File: src/rtl/cnt_expand_if.sv
// Count-in / beat-out stream bundle for cnt_expand. The Y_sat line exists only
// when CNT_EXPAND_SAT_EN is defined.
interface cnt_expand_if #(
  parameter int depth = 18,
  parameter int width = 4
);
  localparam int N  = $clog2(depth + 1);
  localparam int CW = $clog2(width + 1);

  logic          S_valid;
  logic          S_ready;
  logic [N-1:0]  S;
  logic          Y_valid;
  logic          Y_ready;
  logic [width-1:0] Y;
  logic          Y_last;
  logic [CW-1:0] Y_cnt;
`ifdef CNT_EXPAND_SAT_EN
  logic          Y_sat;

  modport slave (
    input  S_valid, S, Y_ready,
    output S_ready, Y_valid, Y, Y_last, Y_cnt, Y_sat
  );
  modport master (
    output S_valid, S, Y_ready,
    input  S_ready, Y_valid, Y, Y_last, Y_cnt, Y_sat
  );
`else
  modport slave (
    input  S_valid, S, Y_ready,
    output S_ready, Y_valid, Y, Y_last, Y_cnt
  );
  modport master (
    output S_valid, S, Y_ready,
    input  S_ready, Y_valid, Y, Y_last, Y_cnt
  );
`endif
endinterface

File: src/rtl/cnt_expand.sv
// Thermometer expander: turns a bit count into a depth-bit LSB-packed mask sent
// as width-bit beats. Optional CNT_EXPAND_SAT_EN adds the Y_sat overflow flag.
module cnt_expand #(
  parameter int depth = 18,
  parameter int width = 4
) (
  input  logic          clk,
  input  logic          rst,
  cnt_expand_if.slave   bus
);
  localparam int N     = $clog2(depth + 1);
  localparam int CW    = $clog2(width + 1);
  localparam int BEATS = (depth + width - 1) / width;
  localparam int KW    = $clog2(BEATS + 1);
  localparam logic [N-1:0]  DEPTH_N = N'(depth);
  localparam logic [KW-1:0] LAST_K  = KW'(BEATS - 1);

  function automatic logic [N-1:0] clamp_cnt(input logic [N-1:0] s);
    return (s > DEPTH_N) ? DEPTH_N : s;
  endfunction

  typedef enum logic {IDLE, EMIT} state_t;

  state_t        state_q, state_d;
  logic [N-1:0]  c_q, c_d;
  logic [KW-1:0] k_q, k_d;
`ifdef CNT_EXPAND_SAT_EN
  logic          sat_q, sat_d;
`endif

  always_comb begin
    state_d = state_q;
    c_d     = c_q;
    k_d     = k_q;
`ifdef CNT_EXPAND_SAT_EN
    sat_d   = sat_q;
`endif
    case (state_q)
      IDLE: begin
        if (bus.S_valid) begin
          state_d = EMIT;
          c_d     = clamp_cnt(bus.S);
          k_d     = '0;
`ifdef CNT_EXPAND_SAT_EN
          sat_d   = (bus.S > DEPTH_N);
`endif
        end
      end
      EMIT: begin
        if (bus.Y_ready) begin
          if (k_q == LAST_K) state_d = IDLE;
          else               k_d     = k_q + 1'b1;
        end
      end
      default: state_d = IDLE;
    endcase
  end

  always_ff @(posedge clk) begin
    if (rst) begin
      state_q <= IDLE;
      c_q     <= '0;
      k_q     <= '0;
`ifdef CNT_EXPAND_SAT_EN
      sat_q   <= 1'b0;
`endif
    end else begin
      state_q <= state_d;
      c_q     <= c_d;
      k_q     <= k_d;
`ifdef CNT_EXPAND_SAT_EN
      sat_q   <= sat_d;
`endif
    end
  end

  // Beat decode from C and K; bits past depth stay 0 because C never exceeds depth.
  logic             y_valid;
  logic [width-1:0] y_beat;
  int               base;
  int               rem;

  always_comb begin
    y_valid = (state_q == EMIT) && !rst;
    base    = int'(k_q) * width;
    y_beat  = '0;
    for (int i = 0; i < width; i++) begin
      y_beat[i] = ((base + i) < int'(c_q));
    end
    rem = int'(c_q) - base;
    if (rem < 0)     rem = 0;
    if (rem > width) rem = width;

    bus.S_ready = (state_q == IDLE) && !rst;
    bus.Y_valid = y_valid;
    bus.Y       = y_valid ? y_beat : '0;
    bus.Y_last  = y_valid && (k_q == LAST_K);
    bus.Y_cnt   = y_valid ? CW'(rem) : '0;
`ifdef CNT_EXPAND_SAT_EN
    bus.Y_sat   = y_valid && sat_q;
`endif
  end
endmodule

File: src/flat_wrapper.sv
// flat-port wrapper written by rule: the top's interface ports become plain ports
module cnt_expand_flat 
#(
  parameter int depth = 18,
  parameter int width = 4
)
  (clk, rst, bus_S_valid, bus_S, bus_Y_ready, bus_S_ready, bus_Y_valid, bus_Y, bus_Y_last, bus_Y_cnt);
  cnt_expand_if #(.depth(depth), .width(width)) bus_i ();
  input  logic clk;
  input  logic rst;
  input wire logic [$bits(bus_i.S_valid)-1:0] bus_S_valid;
  input wire logic [$bits(bus_i.S)-1:0] bus_S;
  input wire logic [$bits(bus_i.Y_ready)-1:0] bus_Y_ready;
  output wire logic [$bits(bus_i.S_ready)-1:0] bus_S_ready;
  output wire logic [$bits(bus_i.Y_valid)-1:0] bus_Y_valid;
  output wire logic [$bits(bus_i.Y)-1:0] bus_Y;
  output wire logic [$bits(bus_i.Y_last)-1:0] bus_Y_last;
  output wire logic [$bits(bus_i.Y_cnt)-1:0] bus_Y_cnt;
  assign bus_i.S_valid = bus_S_valid;
  assign bus_i.S = bus_S;
  assign bus_i.Y_ready = bus_Y_ready;
  assign bus_S_ready = bus_i.S_ready;
  assign bus_Y_valid = bus_i.Y_valid;
  assign bus_Y = bus_i.Y;
  assign bus_Y_last = bus_i.Y_last;
  assign bus_Y_cnt = bus_i.Y_cnt;
  cnt_expand #(.depth(depth), .width(width)) u_core (.clk(clk), .rst(rst), .bus(bus_i));
endmodule
File: config.mk
export PLATFORM = sky130hd
export DESIGN_NAME = cnt_expand_flat
export DESIGN_NICKNAME = d
export VERILOG_FILES = /design/src/rtl/cnt_expand_if.sv /design/src/rtl/cnt_expand.sv /design/src/flat_wrapper.sv
export SDC_FILE = /design/constraint.sdc
export NUM_CORES = 1
export LEC_CHECK = 0
export ABC_CLOCK_PERIOD_IN_PS = 2800
export CAP_MARGIN = 20
export CORE_MARGIN = 2
export CORE_UTILIZATION = 46
export CTS_CLUSTER_DIAMETER = 30
export DETAILED_ROUTE_END_ITERATION = 8
export GPL_TIMING_DRIVEN = 0
export MAX_ROUTING_LAYER = met4
export PLACE_DENSITY = 0.86
export SKIP_LAST_GASP = 1
export SYNTH_ARGS = -nofsm -noshare
export SYNTH_HDL_FRONTEND = slang
export SYNTH_SLANG_ARGS = --single-unit
File: constraint.sdc
create_clock -name clk -period 2.8 [get_ports clk]
set_input_delay 0.84 -clock clk [delete_from_list [all_inputs] [get_ports clk]]
set_output_delay 0.84 -clock clk [all_outputs]
set_load 0.1 [all_outputs]
==> metrics.txt, run 1 <==
# TYPE chip_impl_metric gauge
chip_impl_metric{name="cts.clk_slew.worst_paths",unit="ns"} 0.06
chip_impl_metric{name="worst_slew_pin_slew",unit="ns"} 0.545
chip_impl_metric{name="dr_total_vias",unit=""} 767
chip_impl_metric{name="post-route-util",unit="%"} 78.4
chip_impl_metric{name="cts_buffers",unit=""} 3
chip_impl_metric{name="synth-edff-count",unit=""} 0
chip_impl_metric{name="synth_cells",unit=""} 88
chip_impl_metric{name="cts_max_path_buffers",unit=""} 2
chip_impl_metric{name="drt-pass1-iter-count",unit=""} 4
chip_impl_metric{name="final_hold_violation_count",unit=""} 0
chip_impl_metric{name="critical_path_peak_fanout",unit=""} 3
chip_impl_info{name="r2r_end",value="u_core.k_q[0]"} 1
chip_impl_info{name="cts_tree",value="done"} 1
chip_impl_metric{name="synth_cell_types",unit=""} 29
chip_impl_info{name="run_status",value="complete, but fails checks"} 1
chip_impl_info{name="root_buffer",value="clkbuf_4"} 1
chip_impl_metric{name="async_s_r_ff_share_synth",unit="%"} 0
chip_impl_metric{name="finalWirelength",unit="um"} 2140
chip_impl_metric{name="worst_endpoint_required_time",unit="ns"} 1.96
chip_impl_metric{name="holdPathStages",unit=""} 2
chip_impl_info{name="synthMostInstantiatedCell",value="inv_1"} 1
chip_impl_metric{name="io_pins",unit=""} 19
chip_impl_metric{name="worst_slew_margin_rel",unit="%"} 63.9
chip_impl_metric{name="fmax",unit="GHz"} 0.317
chip_impl_metric{name="die_h",unit="um"} 43.0
chip_impl_metric{name="antenna_found_initial",unit=""} 0
chip_impl_info{name="crit_type",value="register to output port"} 1
chip_impl_metric{name="design.final.nets",unit=""} 136
chip_impl_metric{name="core_area",unit="um^2"} 1470
chip_impl_info{name="synthFlopType",value="dfxtp_1"} 1
chip_impl_metric{name="finalHoldWorstSlack",unit="ns"} 0.519
chip_impl_metric{name="worst_ep_arrival_time",unit="ns"} 2.31
chip_impl_metric{name="post-place-ws",unit="ns"} -1.34
chip_impl_metric{name="cts_htree_levels",unit=""} 1
chip_impl_metric{name="post-route-min-period",unit="ns"} 3.15
chip_impl_info{name="failed_checks",value="negative setup slack"} 1
chip_impl_metric{name="grt_start_max_net_pins",unit=""} 11
chip_impl_info{name="critPathLaunchType",value="register"} 1
chip_impl_info{name="worstReg2RegStart",value="u_core.k_q[0]"} 1
chip_impl_metric{name="first_global_vias",unit=""} 768
chip_impl_metric{name="synth_fp_nets",unit=""} 108
chip_impl_metric{name="syn-cell-area",unit="um^2"} 698
chip_impl_metric{name="post-route-worst-setup-slack",unit="ns"} -0.351
chip_impl_metric{name="power_per_cell_area",unit="nW/um^2"} 354
chip_impl_metric{name="power.leakage",unit="nW"} 0.445
chip_impl_metric{name="wire_length_of_the_first_global_routing_pass",unit="um"} 3510
chip_impl_metric{name="final.setup_skew",unit="ns"} 0.000494
chip_impl_metric{name="final_ant_viol_nets",unit=""} 0
chip_impl_metric{name="global_route.overflow_total",unit=""} 0
chip_impl_metric{name="min_period_over_period",unit="%"} 113
chip_impl_metric{name="detailedRoute.firstIterationViolations",unit=""} 15
chip_impl_metric{name="drt-vias-per-instance",unit=""} 5.85
chip_impl_metric{name="drive_above_1_share",unit="%"} 40.0
chip_impl_metric{name="slew_violations",unit=""} 0
chip_impl_metric{name="n_antenna_cell",unit=""} 0
chip_impl_metric{name="cts_hold_repair.buffers",unit=""} 0
chip_impl_metric{name="place_congestion",unit=""} 0.858
chip_impl_metric{name="syn_area_per_cell",unit="um^2"} 7.93
chip_impl_metric{name="port-buffer-count",unit=""} 18
chip_impl_metric{name="routed_wire_length_per_instance",unit="um"} 16.3
chip_impl_metric{name="post-synth-top-area-fraction",unit="%"} 25.8
chip_impl_metric{name="drcViolationCount",unit=""} 0
chip_impl_info{name="cp-end-kind",value="output port"} 1
chip_impl_info{name="post_synth_main_area_contributors",value="dfxtp_1, ha_1, inv_1"} 1
chip_impl_metric{name="die_width",unit="um"} 43.0
chip_impl_metric{name="die-area",unit="um^2"} 1850
chip_impl_info{name="library_cell_occupying_the_most_area_in_the_post_synthesis_netlist",value="dfxtp_1"} 1
chip_impl_metric{name="cap_violations",unit=""} 0
chip_impl_metric{name="ys_seq_area_share",unit="%"} 25.8
chip_impl_metric{name="ff2ff_path_depth",unit=""} 6
chip_impl_metric{name="syn2layout_area_growth",unit="%"} 65.2
chip_impl_metric{name="clock_insertion_delay_worst_skew",unit="ns"} 0.26
chip_impl_info{name="yosys-top-cells-count",value="inv_1, dfxtp_1, ha_1"} 1
chip_impl_info{name="grt_setup_unrepaired",value="yes"} 1
chip_impl_metric{name="rows",unit=""} 14
chip_impl_metric{name="synth.ff_latch_count",unit=""} 9
chip_impl_metric{name="tritoncts_num_sinks",unit=""} 9
chip_impl_metric{name="fin_setup_tns",unit="ns"} -0.991
chip_impl_info{name="min_path_type",value="register to register"} 1
chip_impl_metric{name="worst_ir_drop_vdd",unit="uV"} 272
chip_impl_info{name="min_from",value="u_core.k_q[2]"} 1
chip_impl_metric{name="report.final.setup_viol",unit=""} 3
chip_impl_metric{name="r2r_slack",unit="ns"} 1.22
chip_impl_metric{name="post_dp_hpwl",unit="um"} 1350
chip_impl_metric{name="synth.yosys.warnings",unit=""} 0
chip_impl_info{name="worstHoldEndpoint",value="u_core.k_q[2]"} 1
chip_impl_metric{name="groute.usage.overall",unit="%"} 26.3
chip_impl_metric{name="initial_cell_density_of_the_core",unit="%"} 47.4
## cell type report
class | count | area (um^2)
Buffer | 2 | 8.76
Tap cell | 16 | 20.0
Fill cell | 103 | 318
Sequential cell | 9 | 188
Inverter | 12 | 45.0
Multi-Input combinational cell | 65 | 609
Clock buffer | 4 | 26.3
Timing Repair Buffer | 23 | 256
## critical path: stages (launching register included)
cell     delay (ns)
dfxtp_2        0.33
inv_2          0.07
ha_4           0.13
inv_2          0.03
fa_2           0.33
fa_1           0.50
nor3b_4        0.25
and3_4         0.24
buf_12         0.17
## cells in the final DEF, fill, tap and decap left out, drive strengths merged, types with 3 or more instances in the layout
cell type and count:
clkbuf 6, clkdlybuf4s15 3, nor2 7, ha 9
dfxtp 9, a211oi 3, buf 13, a21oi 7
inv 12, nand2 8, nand2b 4, clkdlybuf4s50 7
## power by group
group	switching (W)	internal [W]	total, W	leakage [nW]
logic	0.000101	0.0000664	0.000167	0.354
registers	0.00000853	0.000134	0.000142	0.0758
clock network	0.0000437	0.0000548	0.0000986	0.0150
## state kept, by name, summed over array words and instances, names as in the netlist
signal and count:
u_core.c_q 5, u_core.state_q 1, u_core.k_q 3
## repair_timing
| action | in CTS | in global routing |
|---|---|---|
| setup buffers | 4 | 1 |
| endpoints found under the setup margin | 10 | 7 |
| pin swaps | 6 | 5 |
| gates resized for setup | 79 | 6 |
## metrics by stage
step	power, W	area [um^2]	instances
floorplan	0.000245	782	88
global placement	0.000278	982	122
detailed placement	0.000281	982	122
CTS	0.000403	1120	130
global route	0.000429	1150	131
finish	0.000408	1150	131
## kinds of logic after synthesis
| family | share of synthesized area (%) |
|---|---|
| buf+inv | 7.70 |
| simple gates | 26.9 |
| compound gates | 17.7 |
| fa+ha+maj | 21.9 |
| flops | 25.8 |
## layer usage
layer	track usage, %	part of all wire (%)	wire (um)	vias to the layer above
met2	43.3	54	1160	31
met5	-	0	0	-
li1	-	-	-	355
met3	2.13	4.8	102	10
met1	32.3	38	810	371
met4	12.7	2.9	63	0
## worst max path at each step
stage / endpoint / from
5_1_grt: bus_Y_cnt[0] / u_core.c_q[2]
4_1_cts: bus_Y_cnt[1] / u_core.c_q[2]
3_5_place_dp: bus_Y[2] / rst
6_report: bus_Y_cnt[0] / u_core.c_q[2]
2_1_floorplan: bus_Y[2] / rst
3_3_place_gp: bus_Y[2] / rst
Power figures use the tool's default switching activity.
==> run 2: changes to the inputs <==
--- a/config.mk
+++ b/config.mk
@@ -20 +20,2 @@
 export SYNTH_SLANG_ARGS = --single-unit
+export TNS_END_PERCENT = 10
==> constraint.sdc (replaced) <==
create_clock -name clk -period 2.8 [get_ports clk]
set_input_delay 0.7 -clock clk [delete_from_list [all_inputs] [get_ports clk]]
set_output_delay 0.7 -clock clk [all_outputs]
set_load 0.1 [all_outputs]
==> run 2 against run 1 <==
  * Register-to-register slack better by 0.11 ns
  * The run still ends with negative setup slack left
  * Total power shrank 10%
  * Critical endpoint is now bus_Y[1]
  * Global-route usage down 6.0 points
  * Critical path type is now input port to output port
  * Worst setup slack better by 0.084 ns
  * Clock power increased by 0.8%
  * Sequential cell count unchanged
==> metrics.txt, run 2 (synthesis results as in run 1) <==
# TYPE chip_impl_metric gauge
chip_impl_info{name="run_status",value="complete, but fails checks"} 1
chip_impl_info{name="failed_checks",value="negative setup slack"} 1
chip_impl_metric{name="power_per_cell_area",unit="nW/um^2"} 368
chip_impl_metric{name="placed_cells_incl_taps",unit=""} 122
chip_impl_metric{name="worst_ep_arrival_time",unit="ns"} 2.37
chip_impl_metric{name="port-buffer-count",unit=""} 18
chip_impl_info{name="layout_top_registers",value="u_core.c_q: 5 flops, u_core.k_q: 3 flops, u_core.state_q: 1 flops"} 1
chip_impl_metric{name="place_congestion",unit=""} 0.806
chip_impl_metric{name="met2_wl_post_dr",unit="um"} 811
chip_impl_metric{name="worst_endpoint_required_time",unit="ns"} 2.10
chip_impl_metric{name="worst_slew_margin_rel",unit="%"} 36.3
chip_impl_metric{name="ff2ff_path_depth",unit=""} 6
chip_impl_metric{name="groute.usage.overall",unit="%"} 20.3
chip_impl_metric{name="report.final.setup_viol",unit=""} 9
chip_impl_metric{name="core_area",unit="um^2"} 1470
chip_impl_metric{name="wire_length_of_the_first_global_routing_pass",unit="um"} 2770
chip_impl_metric{name="worst_ir_drop_vdd",unit="uV"} 210
chip_impl_metric{name="grt_start_max_net_pins",unit=""} 11
chip_impl_info{name="worstReg2RegStart",value="u_core.k_q[0]"} 1
chip_impl_info{name="critPathLaunchType",value="input port"} 1
chip_impl_metric{name="fmax",unit="GHz"} 0.326
chip_impl_metric{name="initial_cell_density_of_the_core",unit="%"} 47.4
chip_impl_info{name="grt_setup_unrepaired",value="yes"} 1
chip_impl_info{name="crit_type",value="input port to output port"} 1
chip_impl_metric{name="rows",unit=""} 14
chip_impl_metric{name="regArea",unit="um^2"} 186
chip_impl_metric{name="die_width",unit="um"} 43.0
chip_impl_metric{name="routed_wire_length_per_instance",unit="um"} 12.2
chip_impl_info{name="critPathLaunch",value="rst"} 1
chip_impl_metric{name="cts.clk_slew.worst_paths",unit="ns"} 0.06
chip_impl_metric{name="final_ant_viol_nets",unit=""} 0
chip_impl_metric{name="final.setup_skew",unit="ns"} 0.0104
chip_impl_info{name="r2r_end",value="u_core.k_q[0]"} 1
chip_impl_metric{name="finish.cell_count_without_fillers",unit=""} 128
chip_impl_metric{name="antenna_found_initial",unit=""} 0
chip_impl_metric{name="cts_htree_levels",unit=""} 1
chip_impl_metric{name="design.final.nets",unit=""} 133
chip_impl_info{name="routed.top_layer",value="met4"} 1
chip_impl_info{name="root_buffer",value="clkbuf_4"} 1
chip_impl_metric{name="drt-vias-per-instance",unit=""} 5.46
chip_impl_metric{name="place_area",unit="um^2"} 921
chip_impl_metric{name="cts_hold_repair.buffers",unit=""} 0
chip_impl_info{name="crit_end",value="bus_Y[1]"} 1
chip_impl_metric{name="post_dp_hpwl",unit="um"} 1210
chip_impl_metric{name="dr_total_vias",unit=""} 699
chip_impl_metric{name="finish.instance_area",unit="um^2"} 995
chip_impl_metric{name="drive_above_1_share",unit="%"} 27.7
chip_impl_metric{name="post-route-worst-setup-slack",unit="ns"} -0.267
chip_impl_metric{name="worst_slew_pin_slew",unit="ns"} 0.959
chip_impl_metric{name="tritoncts_num_sinks",unit=""} 9
chip_impl_metric{name="drt-pass1-iter-count",unit=""} 4
chip_impl_metric{name="n_antenna_cell",unit=""} 0
chip_impl_info{name="most_frequent_standard_cell_in_the_layout_excluding_fill_and_tap_cells",value="inv_1"} 1
chip_impl_metric{name="met3WireLength",unit="um"} 58
chip_impl_info{name="final_cell_mix",value="inv_1, ha_1, clkdlybuf4s50_1"} 1
chip_impl_metric{name="die_h",unit="um"} 43.0
chip_impl_metric{name="final_hold_violation_count",unit=""} 0
chip_impl_metric{name="largest_reg_flops",unit=""} 5
chip_impl_metric{name="critical_path_peak_fanout",unit=""} 6
chip_impl_metric{name="met1_length",unit="um"} 692
chip_impl_metric{name="die-area",unit="um^2"} 1850
chip_impl_metric{name="r2r_slack",unit="ns"} 1.33
chip_impl_metric{name="multi_input_comb_area",unit="um^2"} 504
chip_impl_metric{name="slew_violations",unit=""} 0
chip_impl_metric{name="syn2layout_area_growth",unit="%"} 42.5
chip_impl_metric{name="power.leakage",unit="nW"} 0.404
chip_impl_metric{name="min_period_over_period",unit="%"} 110
chip_impl_metric{name="post-place-ws",unit="ns"} -1.03
chip_impl_metric{name="detailedRoute.firstIterationViolations",unit=""} 8
chip_impl_metric{name="drcViolationCount",unit=""} 0
chip_impl_info{name="top_register",value="u_core.c_q"} 1
chip_impl_info{name="min_path_type",value="register to register"} 1
chip_impl_metric{name="first_global_vias",unit=""} 663
chip_impl_metric{name="finalWirelength",unit="um"} 1560
chip_impl_metric{name="clock_insertion_delay_worst_skew",unit="ns"} 0.26
chip_impl_metric{name="post-layout-total-power",unit="W"} 0.000366
chip_impl_metric{name="io_pins",unit=""} 19
chip_impl_metric{name="cap_violations",unit=""} 0
chip_impl_info{name="cp-end-kind",value="output port"} 1
chip_impl_metric{name="cts_max_path_buffers",unit=""} 2
chip_impl_metric{name="global_route.overflow_total",unit=""} 0
chip_impl_info{name="cts_tree",value="done"} 1
chip_impl_metric{name="nFillCells",unit=""} 126
chip_impl_metric{name="post-route-min-period",unit="ns"} 3.07
chip_impl_metric{name="cts_buffers",unit=""} 3
run 2: cell types whose count changed in the layout (fill, tap and decap cells not counted), sizes merged:
cell and delta:
buf -7, clkdlybuf4s15 -1, clkdlybuf4s18 +1, clkdlybuf4s50 +1, clkinv +1, dlygate4sd2 +2
run 2: worst min path at each step:
stage	from	endpoint	slack, ns	cells after the start
after floorplan	u_core.c_q[0]	u_core.c_q[0]	0.44	2
after global placement	u_core.c_q[0]	u_core.c_q[0]	0.47	2
after detailed placement	u_core.c_q[0]	u_core.c_q[0]	0.47	2
after CTS	u_core.c_q[0]	u_core.c_q[0]	0.49	2
after global routing	u_core.c_q[0]	u_core.c_q[0]	0.50	2
final	u_core.c_q[0]	u_core.c_q[0]	0.48	2
run 2: final cells by class:
class / instances / share of cell area (%)
multi-input combinational: 65 / 50.7
timing repair buffer: 20 / 20.4
sequential: 9 / 18.7
inverter: 12 / 4.53
clock buffer: 3 / 2.26
tap: 16 / 2.01
buffer: 2 / 0.881
clock inverter: 1 / 0.503
run 2: critical path: stages:
cell             delay, ns
clkdlybuf4s50_1       0.41
nand2b_1              0.27
a211o_1               0.33
nor2_2                0.11
clkdlybuf4s18_2       0.54
run 2: stage by stage:
stage | util (%) | TNS (ns) | hold WS (ns)
6_report | 67.6 | -1.79 | 0.479
5_1_grt | 67.6 | -2.65 | 0.501
4_1_cts | 68.1 | -2.26 | 0.487
3_5_place_dp | 62.6 | -7.60 | 0.473
3_3_place_gp | 62.6 | -7.41 | 0.466
2_1_floorplan | - | -1.15 | 0.445
run 2: layer usage:
| layer | vias to the layer above | track usage [%] |
|---|---|---|
| met5 | - | - |
| met1 | 331 | 23.2 |
| met3 | 2 | 2.55 |
| met4 | 0 | 7.27 |
| met2 | 18 | 36.1 |
| li1 | 348 | - |
run 2: report_power, final:
part / internal [W] / switching [W]
Combinational: 0.0000446 / 0.0000828
Sequential: 0.000133 / 0.00000617
Clock: 0.0000526 / 0.0000468
run 2: what timing repair did:
item                                    in CTS  in global routing
endpoints found under the setup margin      10                 10
gates resized for setup                     49                  5
pin swaps                                    3                  2
setup buffers                                2                  0
gates cloned                                 0                  0
==> run 3: changes to the inputs <==
Settings changed: CORE_MARGIN 2 to default.
==> run 3 against run 2 <==
  * The flow still finishes with violations (negative setup slack)
  * First-iteration DRC count rose to 2.6 times the previous value
  * Core utilization up 5.8 points
  * Die area down 9.1%
  * Count of clock-buffer cells in the layout up 1
  * Final cell count down 1.6%
  * Highest routed layer unchanged
  * Register-to-register slack about the same
  * Critical endpoint is now bus_Y_cnt[0]
  * Largest cell class unchanged
==> metrics.txt, run 3 (synthesis results as in run 1) <==
# TYPE chip_impl_metric gauge
chip_impl_info{name="run_status",value="complete, but fails checks"} 1
chip_impl_info{name="failed_checks",value="negative setup slack"} 1
chip_impl_metric{name="met2_wl_post_dr",unit="um"} 721
chip_impl_metric{name="final_hold_violation_count",unit=""} 0
chip_impl_metric{name="port-buffer-count",unit=""} 18
chip_impl_metric{name="post-route-min-period",unit="ns"} 3.05
chip_impl_metric{name="cts_max_path_buffers",unit=""} 2
chip_impl_metric{name="die_h",unit="um"} 41.0
chip_impl_metric{name="final_ant_viol_nets",unit=""} 0
chip_impl_metric{name="p_comb_share",unit="%"} 34.3
chip_impl_metric{name="detailedRoute.firstIterationViolations",unit=""} 21
chip_impl_info{name="root_buffer",value="clkbuf_4"} 1
chip_impl_metric{name="first_global_vias",unit=""} 547
chip_impl_metric{name="cts_buffers",unit=""} 3
chip_impl_info{name="top_register",value="u_core.c_q"} 1
chip_impl_info{name="cts_tree",value="done"} 1
chip_impl_metric{name="core_area",unit="um^2"} 1350
chip_impl_metric{name="largest_reg_flops",unit=""} 5
chip_impl_metric{name="power_switching_share",unit="%"} 36.9
chip_impl_metric{name="grt_start_max_net_pins",unit=""} 11
chip_impl_metric{name="drive_above_1_share",unit="%"} 26.1
chip_impl_metric{name="report.final.setup_viol",unit=""} 8
chip_impl_metric{name="post-route-worst-setup-slack",unit="ns"} -0.250
chip_impl_metric{name="worst_slew_pin_slew",unit="ns"} 0.948
chip_impl_info{name="min_path_type",value="register to register"} 1
chip_impl_metric{name="place_congestion",unit=""} 0.793
chip_impl_metric{name="clock_power_share",unit="%"} 28.0
chip_impl_metric{name="die-area",unit="um^2"} 1680
chip_impl_metric{name="power_per_cell_area",unit="nW/um^2"} 377
chip_impl_metric{name="drt-vias-per-instance",unit=""} 5.36
chip_impl_metric{name="n_antenna_cell",unit=""} 0
chip_impl_metric{name="cts_htree_levels",unit=""} 1
chip_impl_metric{name="p_seq_share",unit="%"} 37.7
chip_impl_metric{name="post_dp_hpwl",unit="um"} 1150
chip_impl_metric{name="met1_length",unit="um"} 685
chip_impl_metric{name="tritoncts_num_sinks",unit=""} 9
chip_impl_metric{name="fmax",unit="GHz"} 0.328
chip_impl_metric{name="min_period_over_period",unit="%"} 109
chip_impl_info{name="final_cell_mix",value="inv_1, ha_1, clkdlybuf4s50_1"} 1
chip_impl_metric{name="post-route-util",unit="%"} 73.4
chip_impl_metric{name="io_pins",unit=""} 19
chip_impl_info{name="routed.top_layer",value="met4"} 1
chip_impl_metric{name="global_route.overflow_total",unit=""} 0
chip_impl_metric{name="dr_total_vias",unit=""} 675
chip_impl_metric{name="groute.usage.overall",unit="%"} 22.1
chip_impl_metric{name="final.setup_skew",unit="ns"} 0.00278
chip_impl_metric{name="antenna_found_initial",unit=""} 0
chip_impl_metric{name="worst_ir_drop_vdd",unit="uV"} 296
chip_impl_metric{name="critical_path_peak_fanout",unit=""} 6
chip_impl_metric{name="finalWirelength",unit="um"} 1490
chip_impl_metric{name="drt-pass1-iter-count",unit=""} 4
chip_impl_metric{name="design.final.nets",unit=""} 132
chip_impl_metric{name="rows",unit=""} 13
chip_impl_metric{name="initial_cell_density_of_the_core",unit="%"} 51.7
chip_impl_info{name="crit_type",value="register to output port"} 1
chip_impl_metric{name="routed_wire_length_per_instance",unit="um"} 11.8
chip_impl_metric{name="worst_endpoint_required_time",unit="ns"} 2.10
chip_impl_metric{name="die_width",unit="um"} 41.0
chip_impl_metric{name="worst_slew_margin_rel",unit="%"} 37.1
chip_impl_info{name="cp-end-kind",value="output port"} 1
chip_impl_metric{name="power.leakage",unit="nW"} 0.394
chip_impl_metric{name="clock_insertion_delay_worst_skew",unit="ns"} 0.27
chip_impl_metric{name="syn2layout_area_growth",unit="%"} 41.9
chip_impl_metric{name="met3WireLength",unit="um"} 55
chip_impl_info{name="most_frequent_standard_cell_in_the_layout_excluding_fill_and_tap_cells",value="inv_1"} 1
chip_impl_metric{name="drcViolationCount",unit=""} 0
chip_impl_info{name="grt_setup_unrepaired",value="yes"} 1
chip_impl_metric{name="slew_violations",unit=""} 0
chip_impl_info{name="critPathLaunchType",value="register"} 1
chip_impl_metric{name="worst_ep_arrival_time",unit="ns"} 2.35
chip_impl_metric{name="switchingPower",unit="W"} 0.000138
chip_impl_metric{name="wire_length_of_the_first_global_routing_pass",unit="um"} 2280
chip_impl_metric{name="cts.clk_slew.worst_paths",unit="ns"} 0.06
chip_impl_metric{name="finalHoldWorstSlack",unit="ns"} 0.483
chip_impl_metric{name="internal-power",unit="W"} 0.000236
chip_impl_metric{name="cap_violations",unit=""} 0
chip_impl_info{name="layout_top_registers",value="u_core.c_q: 5 flops, u_core.k_q: 3 flops, u_core.state_q: 1 flops"} 1
[run 3: final timing paths]
check	start	to	slack, ns	depth (start not counted)
min reg2reg	u_core.c_q[2]	u_core.c_q[2]	0.48	2
max	u_core.k_q[0]	bus_Y_cnt[0]	-0.25	7
max reg2reg	u_core.k_q[1]	u_core.k_q[0]	1.33	5
min	u_core.c_q[2]	u_core.c_q[2]	0.48	2
[run 3: area by class of cell]
class / count / area, um^2
Multi-Input combinational cell: 65 / 504
Timing Repair Buffer: 19 / 203
Buffer: 2 / 8.76
Clock buffer: 4 / 26.3
Fill cell: 114 / 359
Sequential cell: 9 / 185
Tap cell: 15 / 18.8
Inverter: 12 / 45.0
[run 3: worst max-delay path: stages (launching register included)]
cell     delay, ns
dfxtp_4       0.38
ha_2          0.17
inv_1         0.06
fa_2          0.34
fa_1          0.45
nor3b_2       0.26
and3_4        0.25
buf_12        0.17
[run 3: per-stage QoR]
stage	TNS (ns)	total power (W)	std cells	setup WS, ns	cell area [um^2]
finish	-1.25	0.000373	126	-0.250	991
global placement	-7.39	0.000262	121	-1.01	920
global route	-2.02	0.000392	126	-0.334	991
CTS	-1.24	0.000374	126	-0.220	987
detailed placement	-7.51	0.000264	121	-1.05	920
floorplan	-1.15	0.000230	88	-0.263	721
[run 3: power by group through the flow]
stage / Combinational [W] / Sequential (W) / Clock (W)
2_1_floorplan: 0.0000886 / 0.000142 / 0
4_1_cts: 0.000127 / 0.000141 / 0.000106
3_5_place_dp: 0.000121 / 0.000143 / 0
5_1_grt: 0.000137 / 0.000142 / 0.000113
6_report: 0.000128 / 0.000141 / 0.000105
3_3_place_gp: 0.000119 / 0.000143 / 0
[run 3: what timing repair did]
action | CTS | global route
pin swaps | 2 | 3
setup buffers | 1 | 0
hold buffers | 0 | 0
gates resized for setup | 55 | 2
setup endpoints to repair | 10 | 10
[run 3: metal layers]
layer	GRT usage [%]	vias to the layer above
met5	-	-
met4	10.0	0
met3	3.26	2
met2	37.1	16
met1	25.6	308
li1	-	349
